[src/rtl/lector_7segmentos.sv]
// lector_7segmentos
//   Reads back a multiplexed, active-low 7-segment display bus and recovers
//   the hex nibble shown on each digit. It samples seg/anode through a
//   2-flop synchronizer and only commits a digit after the {an, seg} sample
//   has been stable for STABLE_CYC cycles, once per anode window. Illegal
//   patterns and long anode conflicts raise sticky error flags.
//
// Ports
//   clk          system clock
//   rst_n        asynchronous active-low reset
//   seg_i        segments a..g (bit6..bit0), active-low
//   an_i         anode enables, active-low, bit k selects digit k
//   clr_i        synchronous clear of digits, valid, errors, frame tracking
//   digits_o     recovered nibbles, digit k at [4k+3:4k]
//   valid_o      digit k holds a decoded hex value
//   frame_done_o one-cycle pulse when every digit has committed
//   err_o        sticky error (OR of err_code_o)
//   err_code_o   bit0 illegal pattern, bit1 anode conflict
module lector_7segmentos #(
    parameter int N_DIG      = 4,
    parameter int STABLE_CYC = 4
) (
    input  logic                 clk,
    input  logic                 rst_n,
    input  logic [6:0]           seg_i,
    input  logic [N_DIG-1:0]     an_i,
    input  logic                 clr_i,
    output logic [4*N_DIG-1:0]   digits_o,
    output logic [N_DIG-1:0]     valid_o,
    output logic                 frame_done_o,
    output logic                 err_o,
    output logic [1:0]           err_code_o
);

    localparam int CW = $clog2(STABLE_CYC + 1);
    localparam int IW = (N_DIG > 1) ? $clog2(N_DIG) : 1;
    localparam logic [CW-1:0] CNT_MAX = CW'(STABLE_CYC);

    typedef enum logic [1:0] {
        CLS_IDLE,
        CLS_SELECT,
        CLS_CONFLICT
    } sample_cls_e;

    // Returns {legal, nibble}; legal=0 for blank and for unknown patterns.
    function automatic logic [4:0] decode_seg(input logic [6:0] s);
        logic [4:0] r;
        case (s)
            7'b0000001: r = 5'h10;
            7'b1001111: r = 5'h11;
            7'b0010010: r = 5'h12;
            7'b0000110: r = 5'h13;
            7'b1001100: r = 5'h14;
            7'b0100100: r = 5'h15;
            7'b0100000: r = 5'h16;
            7'b0001111: r = 5'h17;
            7'b0000000: r = 5'h18;
            7'b0000100: r = 5'h19;
            7'b0001000: r = 5'h1A;
            7'b1100000: r = 5'h1B;
            7'b0110001: r = 5'h1C;
            7'b1000010: r = 5'h1D;
            7'b0110000: r = 5'h1E;
            7'b0111000: r = 5'h1F;
            default:    r = 5'h00;
        endcase
        return r;
    endfunction

    logic [6:0]         seg_s1_q, seg_s2_q;
    logic [N_DIG-1:0]   an_s1_q, an_s2_q;
    logic [N_DIG+6:0]   prev_q;
    logic [CW-1:0]      cnt_q, cnt_d;
    logic [CW-1:0]      conf_cnt_q, conf_cnt_d;
    logic               armed_q, armed_d;
    logic [N_DIG-1:0]   mask_q, mask_d;
    logic [4*N_DIG-1:0] digits_q, digits_d;
    logic [N_DIG-1:0]   valid_q, valid_d;
    logic               frame_q, frame_d;
    logic [1:0]         err_code_q, err_code_d;
    logic               err_q, err_d;

    logic [N_DIG-1:0]   an_low;
    logic [N_DIG+6:0]   sample;
    logic               same;
    sample_cls_e        cls;
    logic [IW-1:0]      idx;
    logic [CW-1:0]      cnt_inc;
    logic               commit;
    logic [4:0]         dec;
    logic [N_DIG-1:0]   mask_nxt;

    always_comb begin
        an_low = ~an_s2_q;
        sample = {an_s2_q, seg_s2_q};
        same   = (sample == prev_q);

        if (an_low == '0) begin
            cls = CLS_IDLE;
        end else if ((an_low & (an_low - 1'b1)) == '0) begin
            cls = CLS_SELECT;
        end else begin
            cls = CLS_CONFLICT;
        end

        // OR-ing indices of low bits gives the index directly for a
        // one-hot-low select; the result is ignored for other classes.
        idx = '0;
        for (int unsigned k = 0; k < N_DIG; k++) begin
            if (an_low[k]) begin
                idx = idx | IW'(k);
            end
        end

        dec = decode_seg(seg_s2_q);

        digits_d   = digits_q;
        valid_d    = valid_q;
        err_code_d = err_code_q;
        mask_d     = mask_q;
        frame_d    = 1'b0;
        armed_d    = armed_q;
        cnt_inc    = (cnt_q == CNT_MAX) ? cnt_q : cnt_q + 1'b1;
        commit     = 1'b0;
        mask_nxt   = mask_q;

        if (same && cls == CLS_SELECT) begin
            cnt_d = cnt_inc;
            if (armed_q && cnt_inc == CNT_MAX) begin
                commit  = 1'b1;
                armed_d = 1'b0;
            end
        end else begin
            cnt_d   = '0;
            armed_d = 1'b1;
        end

        if (cls == CLS_CONFLICT) begin
            conf_cnt_d = (conf_cnt_q == CNT_MAX) ? conf_cnt_q : conf_cnt_q + 1'b1;
        end else begin
            conf_cnt_d = '0;
        end
        if (conf_cnt_d == CNT_MAX) begin
            err_code_d[1] = 1'b1;
        end

        if (commit) begin
            if (dec[4]) begin
                digits_d[idx*4 +: 4] = dec[3:0];
                valid_d[idx]         = 1'b1;
            end else if (seg_s2_q == 7'h7F) begin
                digits_d[idx*4 +: 4] = 4'h0;
                valid_d[idx]         = 1'b0;
            end else begin
                valid_d[idx]  = 1'b0;
                err_code_d[0] = 1'b1;
            end
            mask_nxt = mask_q | an_low;
            if (mask_nxt == '1) begin
                frame_d = 1'b1;
                mask_d  = '0;
            end else begin
                mask_d = mask_nxt;
            end
        end

        // Clear overrides everything above, including a commit due this edge.
        if (clr_i) begin
            digits_d   = '0;
            valid_d    = '0;
            err_code_d = '0;
            mask_d     = '0;
            frame_d    = 1'b0;
            cnt_d      = '0;
            conf_cnt_d = '0;
            armed_d    = 1'b1;
        end

        err_d = |err_code_d;
    end

    always_ff @(posedge clk or negedge rst_n) begin
        if (!rst_n) begin
            seg_s1_q   <= 7'h7F;
            seg_s2_q   <= 7'h7F;
            an_s1_q    <= '1;
            an_s2_q    <= '1;
            prev_q     <= '1;
            cnt_q      <= '0;
            conf_cnt_q <= '0;
            armed_q    <= 1'b1;
            mask_q     <= '0;
            digits_q   <= '0;
            valid_q    <= '0;
            frame_q    <= 1'b0;
            err_code_q <= '0;
            err_q      <= 1'b0;
        end else begin
            seg_s1_q   <= seg_i;
            seg_s2_q   <= seg_s1_q;
            an_s1_q    <= an_i;
            an_s2_q    <= an_s1_q;
            prev_q     <= sample;
            cnt_q      <= cnt_d;
            conf_cnt_q <= conf_cnt_d;
            armed_q    <= armed_d;
            mask_q     <= mask_d;
            digits_q   <= digits_d;
            valid_q    <= valid_d;
            frame_q    <= frame_d;
            err_code_q <= err_code_d;
            err_q      <= err_d;
        end
    end

    assign digits_o     = digits_q;
    assign valid_o      = valid_q;
    assign frame_done_o = frame_q;
    assign err_o        = err_q;
    assign err_code_o   = err_code_q;

endmodule
[config.mk]
export PLATFORM = sky130hd
export DESIGN_NAME = lector_7segmentos
export DESIGN_NICKNAME = d
export VERILOG_FILES = /design/src/rtl/lector_7segmentos.sv
export SDC_FILE = /design/constraint.sdc
export NUM_CORES = 1
export LEC_CHECK = 0
export BUFFER_PORTS_ARGS = -buffer_cell sky130_fd_sc_hd__buf_2
export CAP_MARGIN = 20
export CORE_MARGIN = 2
export CORE_UTILIZATION = 39
export DETAILED_ROUTE_END_ITERATION = 12
export PLACE_DENSITY = 0.59
export SLEW_MARGIN = 20
export SYNTH_ARGS = -nofsm -noshare
export SYNTH_HDL_FRONTEND = slang
export SYNTH_SLANG_ARGS = --single-unit
[constraint.sdc]
create_clock -name clk -period 2.37 [get_ports clk]
set_input_delay 0.3555 -clock clk [delete_from_list [all_inputs] [get_ports clk]]
set_output_delay 0.3555 -clock clk [all_outputs]
set_load 0.01 [all_outputs]
==> qor.csv, run 1 <==
stage,metric,value,unit
routing,vias per std cell,5.23,
synth,count of cell types in the netlist,66,
global_routing,grt total ovfl,0,
cts,clk buf depth,2,
floorplanning,die height,96.4,um
layout,nets,372,
synth,Gate Count Post-Synth,282,
worst_setup_path,CP max stage cell,dfrtp_2,
floorplanning,Site Rows,33,
worst_setup_path,"delay-heaviest family, CP",simple AND/OR/NAND/NOR gates,
cts,CTS root buf,clkbuf_8,
pwr,leakage power figure,1.81,nW
routing,DRC,0,
synth,Post-synth EDFFs,0,
global_routing,antenna violations before repair,0,
timing,Max-slew headroom,44.1,%
floorplanning,Die W,96.4,um
worst_hold_path,Hold WC Path Type,in2async,
cts,clk slew on worst S/H paths,0.08,ns
synth,sequential fraction of the synthesis area,52.4,%
synth,Syn Std Cell Area,3330,sq um
placed_design,IO Port Bufs,37,
worst_setup_path,"setup slack, reg-to-reg",0.14,ns
placed_design,GPL Wtd Cong,0.815,
synth,post-synth net total,307,
floorplanning,Core Footprint,8260,sq um
timing,fin. max-slew vios,0,
worst_setup_path,"Data required, critical path",2.65,ns
cts,CTS HTree Levels,3,
worst_setup_path,CP bufs+invs,1,
cts,CTS Hold Buffers Added,0,
cts,clock sink count,68,
synth,Yosys warnings,0,
placed_design,detailed placement HPWL,4.63,mm
routing,ANT nets after route,0,
global_routing,largest net degree at the start of global routing,45,
global_routing,GRT Total Usage,15.8,%
timing,final setup skew,0.00813,ns
routing,First-pass DRT Iterations,4,
layout,Final Util,48.7,%
floorplanning,Initial Util,40.3,%
synth,ys async rst share,100,%
worst_setup_path,critical path class,reg2reg,
worst_setup_path,worst path cell trace,ha_2 -> nand4bb_4 -> a311oi_4 -> nor3b_4 -> buf_6 -> nor3b_4 -> a22o_1,
synth,flop and latch count out of synthesis,68,
routing,wire per inst,15.0,um
synth,syn avg cell area,11.8,sq um
worst_setup_path,Worst R2R Path Depth,7,
cts,CTS tree,done,
timing,Setup-failing EPs final,0,
synth,Synth Flop Type,dfstp_2,
run_status,status,completed,
worst_setup_path,CP most frequent cell,nor3b_4,
worst_setup_path,Critical Path Fanout Max,6,
global_routing,first-pass GRT wire length,11.0,mm
job,max cap viols,0,
worst_setup_path,CP max stage delay,0.44,ns
routing,vias post-DR,2389,
worst_setup_path,CP Capture Type,flip-flop,
pwr,Max VDD drop,294,uV
layout,Area growth syn-to-layout,20.8,%
timing,Max Clk Rate,0.448,GHz
routing,Initial DRC Count,124,
cts,worst-skew pair later-pin latency,0.34,ns
worst_setup_path,Worst EP arrival,2.52,ns
layout,Finished Layout Cells,457,
floorplanning,I/O pin cnt,38,
global_routing,via count of the first global-routing pass,2252,
layout,layout cell share with drive strength beyond 1,42.0,%
timing,worst-margin pin slew,0.828,ns
placed_design,placed cell count,421,
routing,final wirelength,6.87,mm
worst_setup_path,critical path startpoint category,flip-flop,
timing,min cycle time layout,2.23,ns
floorplanning,die footprint,9290,sq um
timing,endpoints failing hold,0,
cts,TritonCTS buffer count,9,
timing,fin crit share,94.3,%
pwr,Power per Cell Area,596,nW/um^2
layout,Antenna diodes,0,
worst_setup_path,WP depth,7,
-- through the flow --
stage | total power [mW] | setup WS, ns | instance area (sq um) | hold slack (ns) | setup TNS (ns)
3_5_place_dp | 1.47 | -0.0396 | 3630 | 0.347 | -0.109
5_1_grt | 2.51 | -0.00448 | 4020 | 0.0261 | -0.00448
4_1_cts | 2.40 | 0.0335 | 3830 | 0.00257 | 0
3_3_place_gp | 1.46 | 0.0622 | 3630 | 0.345 | 0
6_report | 2.40 | 0.136 | 4020 | 0.00140 | 0
2_1_floorplan | 1.40 | 0.217 | 3330 | 0.0599 | 0
-- metal layers --
layer	track usage, %	up-vias	share of wire (%)
met5	0	-	0
met4	6.81	0	1.8
met3	3.76	12	3.7
met2	24.4	50	47
met1	21.2	1176	48
li1	-	1151	-
-- area by class of cell --
type,count,area [sq um]
Tap cell,105,131
Fill cell,756,4240
Timing Repair Buffer,69,424
Inverter,15,56.3
Multi-Input combinational cell,184,1470
Clock buffer,9,124
Clock inverter,7,65.1
Sequential cell,68,1750
-- layout by cell type (no fill, tap or decap), types with 3 or more instances in the layout --
| cell | count |
|---|---|
| a21oi_1 | 11 |
| a22o_1 | 5 |
| a311oi_1 | 4 |
| a32o_1 | 5 |
| and2_1 | 5 |
| and3_1 | 3 |
| buf_2 | 38 |
| buf_4 | 28 |
| clkbuf_8 | 9 |
| clkinv_2 | 3 |
| dfrtp_1 | 33 |
| dfstp_2 | 33 |
| ha_1 | 9 |
| inv_1 | 14 |
| mux2_4 | 4 |
| nand2_1 | 12 |
| nand3b_1 | 5 |
| nand4b_1 | 4 |
| nor2_1 | 23 |
| nor2b_1 | 4 |
| nor3_1 | 8 |
| nor3b_1 | 5 |
| nor4bb_1 | 3 |
| o211ai_1 | 3 |
| o21a_1 | 4 |
| o21ai_0 | 4 |
| o21ai_2 | 4 |
| xnor2_1 | 10 |
-- sequential cells by signal, summed over array words and instances (netlist names), 2 cells and up --
signal      cells
cnt_q           3
an_s2_q         4
conf_cnt_q      3
mask_q          4
seg_s1_q        7
valid_o         4
prev_q         11
digits_o       16
an_s1_q         4
seg_s2_q        7
err_code_o      2
-- cells in the mapped netlist, drive strengths merged (6+ instances only) --
master	n	area [sq um]
a21oi	11	55.1
buf	11	87.6
dfrtp	34	851
dfstp	34	893
ha	11	138
inv	15	56.3
mux2	6	82.6
nand2	12	45.0
nor2	23	86.3
nor3	10	50.1
nor3b	7	68.8
o21ai	10	57.6
xnor2	11	104
-- cell families (layout without fill, tap and decap cells) --
family,Yosys count,after routing,share of synthesized area [%]
mux,7,7,2.78
fa+ha+maj,11,11,4.14
flops,68,68,52.4
xor+xnor,13,13,3.65
buf+inv,30,100,4.81
compound gates,58,58,14.2
simple gates,95,95,18.0
-- repair_timing --
item / in CTS / in global routing
setup endpoints to repair: 3 / 23
setup buffers: 2 / 17
pin swaps: 1 / 4
resized for setup: 0 / 14
gates cloned: 0 / 1
-- worst paths after layout --
check	startpoint	to
worst max register to register	cnt_q[0]$_DFF_PN0_	digits_o[4]$_DFFE_PN0P_
worst max-delay path	cnt_q[0]$_DFF_PN0_	digits_o[4]$_DFFE_PN0P_
min in group clk	an_i[1]	an_s1_q[1]$_DFF_PN1_
worst min register to register	an_s1_q[0]$_DFF_PN1_	an_s2_q[0]$_DFF_PN1_
worst min-delay path	rst_n	digits_o[10]$_DFFE_PN0P_
max in group asynchronous	rst_n	cnt_q[0]$_DFF_PN0_
-- report_power, final --
group          switching (mW)  internal [mW]  leakage [nW]  total, mW
Clock                   0.444          0.481        0.0996      0.925
Combinational           0.121         0.0948         0.878      0.216
Sequential             0.0368           1.22         0.830       1.25
Total                   0.602           1.79          1.81       2.40
Power figures use the tool's default switching activity.
==> inputs of run 2 (changes only) <==
Settings changed: PLACE_DENSITY 0.59 to default, PLACE_DENSITY_LB_ADDON from default to 0.25.
==> qor.csv, run 2 (synthesized netlist as in run 1, its figures left out) <==
stage,metric,value,unit,change
run_status,status,completed,,unchanged
floorplanning,Initial Util,40.3,%,unchanged
worst_setup_path,crit path from,cnt_q[0]$_DFF_PN0_,,unchanged
timing,min cycle time layout,2.26,ns,was 2.23 ns
layout,# fillers,782,,was 756
routing,First-pass DRT Iterations,4,,unchanged
routing,final wirelength,6.62,mm,was 6.87 mm
timing,Max Clk Rate,0.443,GHz,was 0.448 GHz
timing,Setup-failing EPs final,0,,unchanged
global_routing,grt total ovfl,0,,unchanged
layout,Antenna diodes,0,,unchanged
layout,"commonest non-fill, non-tap cell in the layout",buf_2,,unchanged
layout,layout cell share with drive strength beyond 1,38.8,%,was 42.0%
cts,CTS tree,done,,unchanged
routing,ANT nets after route,0,,unchanged
routing,Routed met1 length,3.21,mm,was 3.27 mm
layout,max FFs per register,16,,unchanged
worst_setup_path,"Data required, critical path",2.60,ns,was 2.65 ns
timing,setup_tns,0,ns,unchanged
floorplanning,die height,96.4,um,unchanged
placed_design,detailed placement HPWL,4.62,mm,was 4.63 mm
floorplanning,die footprint,9290,sq um,unchanged
timing,fin. max-slew vios,0,,unchanged
global_routing,via count of the first global-routing pass,2305,,was 2252
cts,clk slew on worst S/H paths,0.07,ns,was 0.08 ns
placed_design,GPL Wtd Cong,0.772,,was 0.815
routing,wire per inst,14.5,um,was 15.0 um
worst_setup_path,CP max stage delay,0.38,ns,was 0.44 ns
worst_hold_path,Hold WC Path Type,in2reg,,was in2async
pwr,Max VDD drop,396,uV,was 294 uV
routing,vias per std cell,5.14,,was 5.23
worst_setup_path,CP max stage cell,dfrtp_1,,was dfrtp_2
cts,CTS HTree Levels,3,,unchanged
worst_setup_path,Critical Path Fanout Max,8,,was 6
worst_setup_path,CP Capture Type,flip-flop,,unchanged
job,max cap viols,0,,unchanged
layout,Area growth syn-to-layout,19.7,%,was 20.8%
global_routing,GRT Total Usage,15.7,%,was 15.8%
floorplanning,Site Rows,33,,unchanged
global_routing,first-pass GRT wire length,11.1,mm,was 11.0 mm
cts,CTS root buf,clkbuf_8,,unchanged
routing,DRC,0,,unchanged
floorplanning,Core Footprint,8260,sq um,unchanged
global_routing,antenna violations before repair,0,,unchanged
placed_design,IO Port Bufs,37,,unchanged
timing,fin crit share,95.3,%,was 94.3%
timing,final setup skew,0.00761,ns,was 0.00813 ns
worst_setup_path,critical path class,reg2reg,,unchanged
routing,Initial DRC Count,144,,was 124
timing,Max-slew headroom,58.4,%,was 44.1%
routing,vias post-DR,2356,,was 2389
cts,worst-skew pair later-pin latency,0.34,ns,about the same
worst_setup_path,worst path cell trace,inv_1 -> ha_1 -> nand4bb_1 -> a311oi_4 -> buf_6 -> nand2_1 -> nor3_1 -> o21a_4 -> mux2_4,,was ha_2 -> nand4bb_4 -> a311oi_4 -> nor3b_4 -> buf_6 -> nor3b_4 -> a22o_1
global_routing,largest net degree at the start of global routing,45,,unchanged
layout,nets,373,,was 372
cts,clock sink count,68,,unchanged
floorplanning,I/O pin cnt,38,,unchanged
cts,TritonCTS buffer count,9,,unchanged
timing,endpoints failing hold,0,,unchanged
worst_hold_path,Worst Min Path Start,seg_i[6],,
worst_setup_path,critical path startpoint category,flip-flop,,unchanged
pwr,Power per Cell Area,581,nW/um^2,was 596 nW/um^2
routing,highest metal used,met4,,unchanged
layout,most frequent cells in the layout,"38 x buf_2, 34 x dfstp_2, 34 x dfrtp_1, 29 x buf_4, 23 x nor2_1",,"was 38 x buf_2, 33 x dfstp_2, 33 x dfrtp_1, 28 x buf_4, 23 x nor2_1"
routing,DR WL met3,203,um,was 251 um
pwr,total chip power,2.31,mW,was 2.40 mW
timing,worst-margin pin slew,0.618,ns,was 0.828 ns
worst_setup_path,Worst R2R Start,cnt_q[0]$_DFF_PN0_,,unchanged
worst_setup_path,Worst EP arrival,2.49,ns,was 2.52 ns
routing,met2 routed WL,3.11,mm,was 3.22 mm
floorplanning,Die W,96.4,um,unchanged
cts,clk buf depth,2,,unchanged
pwr,leakage power figure,1.79,nW,was 1.81 nW
[run 2: cell types whose count changed in the layout (fill, tap and decap cells not counted), sizes merged]
cell | previous run | this run
clkinvlp | 1 | 0
inv | 17 | 15
buf | 67 | 69
bufinv | 1 | 0
dlygate4sd3 | 0 | 1
clkbuf | 11 | 14
clkinv | 3 | 2
[run 2: through the flow]
stage	hold slack (ns)	cell area, sq um	util [%]	setup WS [ns]	cells
after detailed placement	0.315	3640	44.1	-0.0854	423
after global routing	0.0893	3980	48.2	-0.00290	458
after floorplan	0.0599	3330	-	0.217	282
after global placement	0.317	3640	44.1	0.0340	423
after CTS	0.0931	3870	46.9	0.0492	446
final	0.108	3980	48.2	0.111	458
[run 2: layout make-up]
cell class | count | area (sq um) | share of cell area, %
Tap cell | 105 | 131 | 3.30
Timing Repair Buffer | 70 | 449 | 11.3
Inverter | 15 | 56.3 | 1.41
Sequential cell | 68 | 1740 | 43.8
Multi-Input combinational cell | 184 | 1430 | 35.9
Clock inverter | 2 | 10.0 | 0.251
Clock buffer | 14 | 163 | 4.08
[run 2: layer usage]
metal | global-route usage [%] | up-vias
li1 | - | 1144
met1 | 20.5 | 1161
met2 | 25.2 | 43
met3 | 3.52 | 8
met4 | 6.22 | 0
met5 | 0 | -
[run 2: what timing repair did]
action	CTS	global route
gates resized for setup	0	2
hold buffers	1	0
endpoints found under the setup margin	19	18
endpoints found under the hold margin	1	0
setup buffers	6	12
pin swaps	2	2
[run 2: worst paths after layout]
check / endpoint / slack (ns) / cells past startpoint
worst min register to register: an_s2_q[1]$_DFF_PN1_ / 0.35 / 0
worst max-delay path: digits_o[3]$_DFFE_PN0P_ / 0.11 / 9
max in group asynchronous: an_s2_q[0]$_DFF_PN1_ / 1.34 / 3
worst max register to register: digits_o[3]$_DFFE_PN0P_ / 0.11 / 9
min in group asynchronous: seg_s1_q[2]$_DFF_PN1_ / 0.50 / 2
worst min-delay path: seg_s1_q[6]$_DFF_PN1_ / 0.11 / 1
[run 2: power by group]
part / total, mW / internal (mW) / leakage (nW) / switching [mW]
clock network: 0.846 / 0.435 / 0.0905 / 0.411
logic: 0.213 / 0.0951 / 0.873 / 0.118
registers: 1.25 / 1.22 / 0.831 / 0.0376
[run 2: critical path, delay by kind of cell, from the launching register on]
| family | cells | cell delay [ns] |
|---|---|---|
| muxes | 1 | 0.31 |
| and+or+nand+nor | 3 | 0.48 |
| AOI/OAI and AO/OA | 2 | 0.50 |
| buffers and inverters | 2 | 0.24 |
| DFF | 1 | 0.38 |
| adders and majority gates | 1 | 0.24 |
==> inputs of run 3 (changes only) <==
Clock period 2.37 ns to 2.3 ns, I/O delays scaled along.
==> qor.csv, run 3 (synthesized netlist as in run 1, its figures left out) <==
stage,metric,value,unit,change
layout,Area growth syn-to-layout,20.9,%,was 19.7%
cts,clk slew on worst S/H paths,0.07,ns,about the same
routing,ANT nets after route,0,,unchanged
pwr,Max VDD drop,378,uV,was 396 uV
routing,final wirelength,6.60,mm,was 6.62 mm
floorplanning,Die W,96.4,um,unchanged
routing,Initial DRC Count,107,,was 144
global_routing,largest net degree at the start of global routing,37,,was 45
pwr,leakage power figure,1.80,nW,was 1.79 nW
timing,Setup-failing EPs final,0,,unchanged
floorplanning,Site Rows,33,,unchanged
routing,highest metal used,met4,,unchanged
cts,CTS tree,done,,unchanged
worst_setup_path,Worst EP arrival,2.43,ns,was 2.49 ns
timing,Max-slew headroom,60.0,%,was 58.4%
placed_design,IO Port Bufs,37,,unchanged
global_routing,antenna violations before repair,0,,unchanged
pwr,total chip power,2.59,mW,was 2.31 mW
timing,final setup skew,0.0101,ns,was 0.00761 ns
timing,unrepaired setup endpoints after global routing,yes,,
timing,fin crit share,95.9,%,was 95.3%
routing,vias post-DR,2324,,was 2356
global_routing,via count of the first global-routing pass,2196,,was 2305
floorplanning,Core Footprint,8260,sq um,unchanged
floorplanning,die footprint,9290,sq um,unchanged
timing,min cycle time layout,2.21,ns,was 2.26 ns
layout,Final Util,48.7,%,was 48.2%
layout,"commonest non-fill, non-tap cell in the layout",buf_2,,unchanged
timing,worst-margin pin slew,0.594,ns,was 0.618 ns
layout,# fillers,767,,was 782
worst_setup_path,Critical Path Fanout Max,15,,was 8
layout,max FFs per register,16,,unchanged
floorplanning,Initial Util,40.3,%,unchanged
cts,TritonCTS buffer count,9,,unchanged
placed_design,detailed placement HPWL,4.71,mm,was 4.62 mm
pwr,Power per Cell Area,643,nW/um^2,was 581 nW/um^2
job,max cap viols,0,,unchanged
layout,layout cell share with drive strength beyond 1,39.5,%,was 38.8%
floorplanning,die height,96.4,um,unchanged
routing,Routed met1 length,3.19,mm,was 3.21 mm
timing,setup_tns,0,ns,unchanged
cts,clk buf depth,2,,unchanged
worst_setup_path,critical path class,reg2reg,,unchanged
cts,clock sink count,68,,unchanged
timing,Max Clk Rate,0.453,GHz,was 0.443 GHz
placed_design,GPL Wtd Cong,0.791,,was 0.772
timing,endpoints failing hold,0,,unchanged
worst_setup_path,CP Capture Type,flip-flop,,unchanged
cts,CTS root buf,clkbuf_8,,unchanged
layout,most frequent cells in the layout,"37 x buf_2, 34 x dfstp_2, 34 x dfrtp_1, 25 x buf_4, 23 x nor2_1",,"was 38 x buf_2, 34 x dfstp_2, 34 x dfrtp_1, 29 x buf_4, 23 x nor2_1"
layout,Seq. cell area,1740,sq um,unchanged
worst_hold_path,Hold WC Path Type,in2reg,,unchanged
global_routing,first-pass GRT wire length,10.6,mm,was 11.1 mm
global_routing,grt total ovfl,0,,unchanged
cts,CTS HTree Levels,3,,unchanged
global_routing,GRT Total Usage,15.3,%,was 15.7%
floorplanning,I/O pin cnt,38,,unchanged
timing,fin. max-slew vios,0,,unchanged
routing,vias per std cell,5.14,,about the same
routing,wire per inst,14.6,um,was 14.5 um
worst_setup_path,critical path startpoint category,flip-flop,,unchanged
cts,worst-skew pair later-pin latency,0.34,ns,about the same
routing,DRC,0,,unchanged
layout,Antenna diodes,0,,unchanged
layout,area of the multi-input gates,1470,sq um,was 1430 sq um
routing,met2 routed WL,3.04,mm,was 3.11 mm
routing,DR WL met3,292,um,was 203 um
worst_setup_path,"Data required, critical path",2.53,ns,was 2.60 ns
routing,First-pass DRT Iterations,6,,was 4
layout,nets,367,,was 373
run_status,status,completed,,unchanged
worst_setup_path,"setup slack, reg-to-reg",0.09,ns,was 0.11 ns
-- run 3: final cells by class --
class / count / share of cell area (%)
flip-flops and latches: 68 / 43.3
multi-input cells: 184 / 36.6
repair buffers: 64 / 10.0
clock buffers: 11 / 3.51
well taps: 105 / 3.26
clock inverters: 5 / 1.87
inverters: 15 / 1.40
-- run 3: metal layers --
layer | up-vias | global-route usage [%]
met5 | - | 0
met3 | 8 | 3.68
met1 | 1121 | 20.4
met4 | 0 | 7.39
li1 | 1140 | -
met2 | 55 | 23.4
-- run 3: worst paths after layout --
kind | start | to | depth (start not counted)
min in group asynchronous | rst_n | seg_s1_q[2]$_DFF_PN1_ | 1
setup reg to reg | seg_s2_q[6]$_DFF_PN1_ | digits_o[0]$_DFFE_PN0P_ | 6
setup / recovery | seg_s2_q[6]$_DFF_PN1_ | digits_o[0]$_DFFE_PN0P_ | 6
hold / removal | an_i[3] | an_s1_q[3]$_DFF_PN1_ | 1
hold reg to reg | seg_s1_q[3]$_DFF_PN1_ | seg_s2_q[3]$_DFF_PN1_ | 0
max in group asynchronous | rst_n | digits_o[5]$_DFFE_PN0P_ | 2
-- run 3: repair_timing --
| item | in CTS | in global routing |
|---|---|---|
| hold buffers | 0 | 0 |
| buffers inserted | 0 | 4 |
| gates resized for setup | 0 | 10 |
| setup endpoints to repair | 0 | 25 |
-- run 3: power breakdown --
group / total [mW] / switching, mW / internal [mW]
registers: 1.29 / 0.0410 / 1.25
clock network: 1.08 / 0.443 / 0.633
logic: 0.217 / 0.119 / 0.0975
total: 2.59 / 0.603 / 1.98
-- run 3: stage by stage --
| step | std cells | area, sq um | hold WS [ns] | setup WS (ns) |
|---|---|---|---|---|
| global placement | 432 | 3720 | 0.346 | 0.0580 |
| floorplan | 282 | 3330 | 0.0494 | 0.147 |
| detailed placement | 432 | 3720 | 0.347 | 0.0303 |
| CTS | 448 | 3940 | 0.0751 | 0.0105 |
| global route | 452 | 4020 | 0.0682 | -0.0195 |
| finish | 452 | 4020 | 0.0967 | 0.0945 |
-- run 3: critical path: stages (launching register included) --
cell and delay, ns:
dfstp_2 0.69, a211oi_1 0.07, o211ai_1 0.28, o211ai_1 0.17
or3_4 0.43, o21a_4 0.16, mux2_4 0.29
